==> src/rtl/bcd_multi_converter_pkg.sv <==
// Shared definitions for the multi-channel binary-to-BCD converter.
//   state_e    : converter FSM states (IDLE, CONVERT)
//   BCD_NINE   : digit value used when a channel saturates
//   clog2      : counter/index width helper
//   min_digits : BCD digits needed to hold 2^width-1 without overflow
package bcd_pkg;

  typedef enum logic [0:0] {
    IDLE    = 1'b0,
    CONVERT = 1'b1
  } state_e;

  localparam logic [3:0] BCD_NINE = 4'h9;

  function automatic int clog2(input int v);
    int r;
    int x;
    r = 0;
    x = v - 1;
    while (x > 0) begin
      r++;
      x = x >> 1;
    end
    return r;
  endfunction

  function automatic int min_digits(input int width);
    longint unsigned maxv;
    int d;
    maxv = (64'd1 << width) - 64'd1;
    d = 1;
    while (maxv >= 64'd10) begin
      maxv = maxv / 64'd10;
      d++;
    end
    return d;
  endfunction

endpackage

==> src/rtl/bcd_multi_converter_if.sv <==
// Request/result bundle between the datapath registers and the converter.
//   start    : conversion request (master -> slave)
//   data_in  : CHANNELS packed binary values, channel c at [c*WIDTH +: WIDTH]
//   busy     : conversion in progress
//   done     : one-cycle pulse, bcd_out/overflow just updated
//   bcd_out  : channel c at [c*DIGITS*4 +: DIGITS*4], units in the low nibble
//   overflow : bit c set when channel c saturated to all nines
interface bcd_multi_converter_if #(
  parameter int CHANNELS = 3,
  parameter int WIDTH    = 4,
  parameter int DIGITS   = 2
);
  logic                         start;
  logic [CHANNELS*WIDTH-1:0]    data_in;
  logic                         busy;
  logic                         done;
  logic [CHANNELS*DIGITS*4-1:0] bcd_out;
  logic [CHANNELS-1:0]          overflow;

  modport master (
    output start, data_in,
    input  busy, done, bcd_out, overflow
  );

  modport slave (
    input  start, data_in,
    output busy, done, bcd_out, overflow
  );
endinterface

==> src/rtl/bcd_multi_converter_dabble_step.sv <==
// One double-dabble iteration: add 3 to every digit >= 5, then shift
// {bcd, bin} left by one bit.
//   bcd, bin            : current accumulator and remaining binary bits
//   bcd_next, bin_next  : accumulator after adjust+shift
//   carry_out           : bit shifted out of the top digit
module bcd_dabble_step #(
  parameter int DIGITS = 2,
  parameter int WIDTH  = 4
) (
  input  logic [DIGITS*4-1:0] bcd,
  input  logic [WIDTH-1:0]    bin,
  output logic [DIGITS*4-1:0] bcd_next,
  output logic [WIDTH-1:0]    bin_next,
  output logic                carry_out
);

  logic [DIGITS*4-1:0] adj;

  always_comb begin
    adj = bcd;
    for (int d = 0; d < DIGITS; d++) begin
      if (bcd[d*4 +: 4] >= 4'd5) adj[d*4 +: 4] = bcd[d*4 +: 4] + 4'd3;
    end
  end

  assign {carry_out, bcd_next, bin_next} = {adj, bin, 1'b0};

endmodule

==> src/rtl/bcd_multi_converter.sv <==
// Time-shared double-dabble converter: CHANNELS binary values of WIDTH bits
// become DIGITS packed BCD digits each, one bit per clock, CHANNELS*WIDTH
// cycles per request. Channels whose value needs more than DIGITS digits
// saturate to all nines and raise their overflow bit.
//   clk   : system clock, rising edge
//   rst_n : asynchronous active-low reset
//   bus   : start/data_in in, busy/done/bcd_out/overflow out
module bcd_multi_converter
  import bcd_pkg::*;
#(
  parameter int CHANNELS = 3,
  parameter int WIDTH    = 4,
  parameter int DIGITS   = 2
) (
  input  logic                  clk,
  input  logic                  rst_n,
  bcd_multi_converter_if.slave  bus
);

  localparam int CH_W  = (CHANNELS > 1) ? clog2(CHANNELS) : 1;
  localparam int CNT_W = clog2(WIDTH + 1);
  localparam int BCD_W = DIGITS * 4;
  // When DIGITS covers 2^WIDTH-1 the top digit can never carry out.
  localparam bit OVF_POSSIBLE = (DIGITS < min_digits(WIDTH));

  state_e                     state;
  logic [CH_W-1:0]            ch_idx;
  logic [CNT_W-1:0]           bit_cnt;
  logic [CHANNELS*WIDTH-1:0]  snap;
  logic [BCD_W-1:0]           bcd_acc;
  logic [WIDTH-1:0]           bin_acc;
  logic                       ovf_acc;
  logic [CHANNELS*BCD_W-1:0]  shadow_bcd;
  logic [CHANNELS-1:0]        shadow_ovf;
  logic [CHANNELS*BCD_W-1:0]  bcd_q;
  logic [CHANNELS-1:0]        ovf_q;
  logic                       busy_q;
  logic                       done_q;

  logic [BCD_W-1:0]           step_bcd;
  logic [WIDTH-1:0]           step_bin;
  logic                       step_carry;
  logic                       chan_ovf;
  logic [BCD_W-1:0]           chan_bcd;
  logic                       last_shift;
  logic                       last_chan;
  logic [WIDTH-1:0]           next_bin;
  logic [CHANNELS*BCD_W-1:0]  shadow_bcd_nxt;
  logic [CHANNELS-1:0]        shadow_ovf_nxt;

  bcd_dabble_step #(
    .DIGITS (DIGITS),
    .WIDTH  (WIDTH)
  ) u_step (
    .bcd       (bcd_acc),
    .bin       (bin_acc),
    .bcd_next  (step_bcd),
    .bin_next  (step_bin),
    .carry_out (step_carry)
  );

  assign last_shift = (bit_cnt == CNT_W'(1));
  assign last_chan  = (ch_idx == CH_W'(CHANNELS - 1));
  assign chan_ovf   = OVF_POSSIBLE & (ovf_acc | step_carry);
  assign chan_bcd   = chan_ovf ? {DIGITS{BCD_NINE}} : step_bcd;

  // Binary operand of the following channel, taken from the snapshot.
  always_comb begin
    next_bin = '0;
    for (int c = 0; c < CHANNELS; c++) begin
      if (CH_W'(c) == ch_idx + 1'b1) next_bin = snap[c*WIDTH +: WIDTH];
    end
  end

  // Shadow contents including the channel finishing this cycle, so the last
  // channel lands in the outputs on the same edge as all the others.
  always_comb begin
    shadow_bcd_nxt = shadow_bcd;
    shadow_ovf_nxt = shadow_ovf;
    for (int c = 0; c < CHANNELS; c++) begin
      if (CH_W'(c) == ch_idx) begin
        shadow_bcd_nxt[c*BCD_W +: BCD_W] = chan_bcd;
        shadow_ovf_nxt[c]                = chan_ovf;
      end
    end
  end

  always_ff @(posedge clk or negedge rst_n) begin
    if (!rst_n) begin
      state      <= IDLE;
      ch_idx     <= '0;
      bit_cnt    <= '0;
      snap       <= '0;
      bcd_acc    <= '0;
      bin_acc    <= '0;
      ovf_acc    <= 1'b0;
      shadow_bcd <= '0;
      shadow_ovf <= '0;
      bcd_q      <= '0;
      ovf_q      <= '0;
      busy_q     <= 1'b0;
      done_q     <= 1'b0;
    end else begin
      done_q <= 1'b0;
      case (state)
        IDLE: begin
          if (bus.start) begin
            state   <= CONVERT;
            busy_q  <= 1'b1;
            snap    <= bus.data_in;
            ch_idx  <= '0;
            bit_cnt <= CNT_W'(WIDTH);
            bcd_acc <= '0;
            bin_acc <= bus.data_in[WIDTH-1:0];
            ovf_acc <= 1'b0;
          end
        end
        CONVERT: begin
          if (last_shift) begin
            shadow_bcd <= shadow_bcd_nxt;
            shadow_ovf <= shadow_ovf_nxt;
            bcd_acc    <= '0;
            ovf_acc    <= 1'b0;
            bit_cnt    <= CNT_W'(WIDTH);
            bin_acc    <= next_bin;
            if (last_chan) begin
              state  <= IDLE;
              busy_q <= 1'b0;
              done_q <= 1'b1;
              bcd_q  <= shadow_bcd_nxt;
              ovf_q  <= shadow_ovf_nxt;
            end else begin
              ch_idx <= ch_idx + 1'b1;
            end
          end else begin
            bcd_acc <= step_bcd;
            bin_acc <= step_bin;
            ovf_acc <= ovf_acc | step_carry;
            bit_cnt <= bit_cnt - 1'b1;
          end
        end
        default: state <= IDLE;
      endcase
    end
  end

  assign bus.busy     = busy_q;
  assign bus.done     = done_q;
  assign bus.bcd_out  = bcd_q;
  assign bus.overflow = ovf_q;

endmodule

==> src/flat_wrapper.sv <==
// flat-port wrapper written by rule: the top's interface ports become plain ports
module bcd_multi_converter_flat import bcd_pkg::*;
#(
  parameter int CHANNELS = 3,
  parameter int WIDTH    = 4,
  parameter int DIGITS   = 2
)
  (clk, rst_n, bus_start, bus_data_in, bus_busy, bus_done, bus_bcd_out, bus_overflow);
  bcd_multi_converter_if #(.CHANNELS(CHANNELS), .WIDTH(WIDTH), .DIGITS(DIGITS)) bus_i ();
  input  logic clk;
  input  logic rst_n;
  input wire logic [$bits(bus_i.start)-1:0] bus_start;
  input wire logic [$bits(bus_i.data_in)-1:0] bus_data_in;
  output wire logic [$bits(bus_i.busy)-1:0] bus_busy;
  output wire logic [$bits(bus_i.done)-1:0] bus_done;
  output wire logic [$bits(bus_i.bcd_out)-1:0] bus_bcd_out;
  output wire logic [$bits(bus_i.overflow)-1:0] bus_overflow;
  assign bus_i.start = bus_start;
  assign bus_i.data_in = bus_data_in;
  assign bus_busy = bus_i.busy;
  assign bus_done = bus_i.done;
  assign bus_bcd_out = bus_i.bcd_out;
  assign bus_overflow = bus_i.overflow;
  bcd_multi_converter #(.CHANNELS(CHANNELS), .WIDTH(WIDTH), .DIGITS(DIGITS)) u_core (.clk(clk), .rst_n(rst_n), .bus(bus_i));
endmodule
==> config.mk <==
export PLATFORM = sky130hd
export DESIGN_NAME = bcd_multi_converter_flat
export DESIGN_NICKNAME = d
export VERILOG_FILES = /design/src/rtl/bcd_multi_converter_pkg.sv /design/src/rtl/bcd_multi_converter_if.sv /design/src/rtl/bcd_multi_converter_dabble_step.sv /design/src/rtl/bcd_multi_converter.sv /design/src/flat_wrapper.sv
export SDC_FILE = /design/constraint.sdc
export NUM_CORES = 1
export LEC_CHECK = 0
export ABC_CLOCK_PERIOD_IN_PS = 1450
export BUFFER_PORTS_ARGS = -buffer_cell sky130_fd_sc_hd__buf_2
export CORE_UTILIZATION = 51
export CTS_BUF_LIST = sky130_fd_sc_hd__clkbuf_8 sky130_fd_sc_hd__clkbuf_16
export DETAILED_ROUTE_END_ITERATION = 7
export PLACE_DENSITY = 0.75
export SLEW_MARGIN = 15
export SYNTH_ARGS = -nofsm -noshare
export SYNTH_HDL_FRONTEND = slang
export SYNTH_SLANG_ARGS = --single-unit
==> constraint.sdc <==
create_clock -name clk -period 1.45 [get_ports clk]
set_input_delay 0.2175 -clock clk [delete_from_list [all_inputs] [get_ports clk]]
set_output_delay 0.2175 -clock clk [all_outputs]
set_load 0.05 [all_outputs]
# Yosys cells after proc, flatten, opt, wreduce, memory -nomap -nowiden
# Index checks and enable logic that the tools add are counted.
# Widths: inputs -> output; s select.
[word_totals] latch_bits=0 ff_bits=86 memories=0 ram_bits=0 romBits=0 elab_cells=71
[op_classes] reduce_logical=7 n_mul=0 eq_ne=10 n_addsub=4 n_div=0 magnitude_cmp=2 n_mux=35 bitwise=1 shifts=0
[ops] operator="$mux 8" n=5
[ops] operator="$mux 4" n=6
[ops] operator="$pmux 8 s2" n=1
[ops] operator="$mux 1" n=12
[ops] operator="$mux 3" n=3
[ops] operator="$reduce_and 3->1" n=3
[ops] operator="$ge 4x3->1 const B" n=2
[ops] operator="$ne 2x2->1 const B" n=4
[ops] operator="$pmux 4 s2" n=1
[ops] operator="$mux 2" n=3
[ops] operator="$pmux 3 s2" n=1
[ops] operator="$add 4x2->4 const B" n=1
[ops] operator="$eq 1x2->1 const A" n=2
[ops] operator="$eq 2x2->1 const A" n=2
[ops] operator="$logic_not 2->1" n=2
[ops] operator="$pmux 1 s2" n=2
[ops] operator="$pmux 2 s2" n=1
[ops] operator="$reduce_and 2->1" n=2
[ops] operator="$add 3x2->3 const B" n=1
[ops] operator="$eq 3x1->1 const B" n=1
[ops] operator="$sub 3x1->3 const B" n=1
[ops] operator="$add 2x1->2 const B" n=1
[ops] operator="$eq 2x2->1 const B" n=1
[ops] operator="$not 1->1" n=1

# Depth between registers and ports, before layout
[logic_depth] depth_word=7 ltp_mapped=9

# By module
# Synthesis repeated with hierarchy kept, for this count alone.
[hier_totals] cells_unflattened=322 area_unflattened_um2=3601.0
[modules_own_cells] mod="bcd_multi_converter" instances=1 area_each_um2=3357.0 cells_each=284
[modules_own_cells] mod="bcd_dabble_step" instances=1 area_each_um2=244.0 cells_each=38

# Worst setup path after synthesis
# OpenSTA, ideal clock, no wires.
[synth_path] path_kind="flip-flop to flip-flop" startpoint="reg u_core.bcd_acc[0]" endpoint="reg u_core.bcd_q[10], in the netlist u_core.bus.bcd_out[10]" period_less_slack_ns=1.562 path_stages_with_launch=7 arrival_time_ns=1.476 t_required_ns=1.363 setup_slack_ns=-0.112 path_cell_list="dfrtp_1 > inv_1 > ha_1 > nand2b_1 > a21oi_1 > mux2_2 > o211ai_1"
[synth_via] elab_chain_cells=3 elab_cells_between_ends=4 classes_between="add/sub: 1; order compare: 1; mux: 2"
[synth_rtl] item="start: declaration" line_no="bcd_multi_converter.sv:30" text="logic [BCD_W-1:0] bcd_acc;"
[synth_rtl] item="start signal: assignment" line_no="bcd_multi_converter.sv:136" text="bcd_acc <= step_bcd;"
[synth_rtl] item="$add 4x2->4 / $ge 4x3->1 (equally long branches)" line_no="bcd_multi_converter_dabble_step.sv:22" text="if (bcd[d*4 +: 4] >= 4'd5) adj[d*4 +: 4] = bcd[d*4 +: 4] + 4'd3;"
[synth_rtl] item="$mux 4 *" line_no="bcd_multi_converter_dabble_step.sv:22"
[synth_rtl] item="$mux 8 *" line_no="bcd_multi_converter.sv:81" text="if (CH_W'(c) == ch_idx) begin"
[synth_rtl] item="end signal: assignment" line_no="bcd_multi_converter.sv:130" text="bcd_q <= shadow_bcd_nxt;"
[synth_rtl] item="end: declaration" line_no="bcd_multi_converter.sv:35" text="logic [CHANNELS*BCD_W-1:0] bcd_q;"
# Every way passes the cells marked *; elsewhere a longest branch is shown, timed or not.
# A chain may end at the register's enable or synchronous reset.

# Final worst setup path
[layout_path] startpoint="reg u_core.bcd_acc[5]" endpoint="reg u_core.bcd_q[14], in the netlist u_core.bus.bcd_out[14]"
[layout_via] elab_chain_cells=3 elab_cells_between_ends=4 classes_between="add/sub: 1; order compare: 1; mux: 2"
[layout_rtl] item="$ge 4x3->1 / $add 3x2->3 (equally long branches)" line_no="bcd_multi_converter_dabble_step.sv:22"
[layout_rtl] item="$mux 3 *" line_no="bcd_multi_converter_dabble_step.sv:22"
[layout_rtl] item="$mux 8 *" line_no="bcd_multi_converter.sv:81"
# Marked as above.

==> impl_metrics.tcl <==
set metrics [dict create \
    worst_slack_ps -139 \
    post_synth_mux_area_share_pct 5.21 \
    status "complete, but fails checks" \
    critPathArrivalTime_ps 1870 \
    design.die.area_um2 7010 \
    core_um2 6390 \
    drc_errors 0 \
    routedWlPerCell_um 18.7 \
    fin_crit_ps 1590 \
    cts_tree "built" \
    die_w_um 83.7 \
    hold_viol 0 \
    p_per_area_nw_per_um2 2270 \
    grt_use_total_pct 25.5 \
    area_delta_synth_final_pct 46.0 \
    chipHeight_um 83.7 \
    ant_nets 0 \
    drt-total-wl_um 9370 \
    vias 2929 \
    first_pass_iters 4 \
    diodes 0 \
    ys.flop_type "dfrtp_1" \
    synth-compound-area-share_pct 13.8 \
    synthesis.nets 348 \
    place_congestion 0.799 \
    fin_cells 500 \
    worst-path-max-fanout 6 \
    synth-simple-area-share_pct 15.8 \
    yosys.area_share.adder_pct 4.04 \
    clk_latency_ps 370 \
    initial_core_util_pct 53.4 \
    drt_iter0_drc 273 \
    grt_pass1_vias 2806 \
    startpoint_type "register" \
    cts_buffers 9 \
    yosys-top-cells-count "77 x dfrtp_1, 54 x nand2_1, 32 x o21ai_0" \
    leakage_nw 2.29 \
    power_mw 11.3 \
    htree_levels 3 \
    seqCellArea_um2 1930 \
    crit_path_end_kind "register" \
    period_share_pct 110 \
    synth-seq-cells 77 \
    worstSetupPathType "register to register" \
    netlist_area_um2 3410 \
    synth_edf_count 0 \
    grt_setup_unrepaired "true" \
    hold_depth 2 \
    utilization_pct 77.9 \
    grt_pass1_wl_um 13800 \
    cts_root_buffer "clkbuf_8" \
    antenna_found_initial 0 \
    synth_area_leaders "dfrtp_1 57%, nand2_1 5.9%, o21ai_0 4.7%" \
    multi_input_area_um2 1840 \
    synth_xor_area_share_pct 0.514 \
    synthCells 322 \
    path_clk_slew_ps 80 \
    clock-sinks 77 \
    grt.overflow.total 0 \
    synth_cell_types 33 \
    yosysWarnings 0 \
    vdd_drop_max_mv 2.07 \
    synth_top_family_by_area "simple AND/OR/NAND/NOR gates" \
    yosysMostFrequentCell "dfrtp_1" \
    async_flop_share_pct 100 \
    io_pins 44 \
    ys_seq_area_share_pct 56.6 \
    numPortBuffers 43 \
    maxCapViolations 0 \
    reg2regPathDepth 6 \
    routed_via_density 5.86 \
    synth_top_cell_by_area "dfrtp_1" \
    finalInstanceArea_um2 4970 \
    place_area_um2 4040 \
    required_ps 1730 \
    netlist.area_leader.share_pct 56.6 \
    max_freq_ghz 0.629 \
    n_fill_cell 372 \
    final_layout_size_suffix_gt1_share_pct 50.8 \
    violations "setup timing" \
    clockBufferDepth 2 \
    dp_hpwl_um 5270 \
    clock_skew_ps 11.7 \
    nets 444 \
    grt_max_degree 36 \
    tightest_slew_ps 502 \
    finalSetupViolCount 53 \
    tns_ps -3400 \
    slew_headroom_pct 66.5 \
    dp.cells 464 \
    drv_slew 0 \
    rows 29 \
    syn_area_per_cell_um2 10.6 \
    hold_path.class "input port to register" \
]
state kept, by name (all words and copies together), names as in the netlist, 2 cells and up:
signal,cells
u_core.bus.overflow,3
u_core.shadow_bcd,16
u_core.shadow_ovf,2
u_core.bcd_acc,8
u_core.bit_cnt,3
u_core.bin_acc,4
u_core.snap,12
u_core.bus.bcd_out,24
u_core.ch_idx,2
power breakdown:
group / internal, mW / switching [mW] / leakage (nW) / total [mW]
Combinational: 2.64 / 3.46 / 1.20 / 6.10
Clock: 0.714 / 0.825 / 0.0953 / 1.54
Sequential: 2.97 / 0.682 / 0.991 / 3.65
Total: 6.32 / 4.97 / 2.29 / 11.3
cells in the final DEF (no fill, tap or decap), types with 5 or more instances in the layout:
cell	count
o21ai_0	14
nand2_1	30
buf_12	5
nand2_4	8
o21ai_1	10
nor2_1	12
nand2_2	15
buf_2	42
a21o_1	5
clkbuf_8	11
a21oi_1	9
o21ai_2	8
nand3b_1	13
nor2b_1	6
buf_4	40
mux2_2	11
buf_6	9
o211ai_1	10
inv_2	7
dfrtp_1	77
ha_4	7
logic make-up (layout without fill, tap and decap cells):
family	count (synthesis)	in the layout
AO/OA/AOI/OAI	76	76
XOR/XNOR	2	2
adder cells (fa/ha/maj)	11	11
buffers and inverters	30	131
flip-flops	77	77
multiplexers	16	16
AND/OR/NAND/NOR	110	110
repair_timing:
| action | 4_1_cts | 5_1_grt |
|---|---|---|
| endpoints found under the hold margin | 26 | 0 |
| hold buffers | 1 | 0 |
| gates cloned | 2 | 3 |
| gates resized for setup | 51 | 82 |
| pin swaps | 20 | 34 |
| endpoints found under the setup margin | 49 | 60 |
| setup buffers | 6 | 8 |
area by class of cell:
class / instances / share of cell area, %
flip-flops and latches: 77 / 38.7
repair buffers: 103 / 17.4
inverters: 12 / 1.06
multi-input cells: 215 / 37.1
well taps: 77 / 1.94
clock inverters: 5 / 0.704
clock buffers: 11 / 3.04
critical path, stage by stage, from the launching register on:
cell	delay, ps
dfrtp_1	390
inv_2	90
ha_4	160
nand2b_4	140
a21oi_4	190
mux2_4	370
o211ai_1	180
through the flow:
step | worst slack [ps] | hold slack [ps]
after CTS | -74.7 | 68.2
final | -139 | 84.6
after global placement | -74.9 | 166
after global routing | -183 | 87.6
after detailed placement | -137 | 168
after floorplan | 4.90 | -78.1
layer usage:
metal / share of wire, % / vias to the layer above / global-route usage [%] / wire length, um
met5: 0 / - / 0 / 0
met4: 3.4 / 0 / 8.78 / 320
met3: 4.5 / 30 / 6.03 / 422
met2: 53 / 102 / 43.8 / 4960
met1: 39 / 1490 / 31.6 / 3670
li1: - / 1307 / - / -
path summary, 6_finish.rpt:
kind,from,end,slack [ps]
max in group asynchronous,rst_n,u_core.snap[6]$_DFFE_PN0P_,600
hold reg to reg,u_core.bus.bcd_out[15]$_DFFE_PN0P_,u_core.bus.bcd_out[15]$_DFFE_PN0P_,480
setup / recovery,u_core.bcd_acc[5]$_DFFE_PN0P_,u_core.bus.bcd_out[14]$_DFFE_PN0P_,-140
hold / removal,bus_data_in[9],u_core.snap[9]$_DFFE_PN0P_,80
setup reg to reg,u_core.bcd_acc[5]$_DFFE_PN0P_,u_core.bus.bcd_out[14]$_DFFE_PN0P_,-140
min in group asynchronous,rst_n,u_core.bus.bcd_out[9]$_DFFE_PN0P_,320
Note: power is estimated with default switching activity, not from simulation.
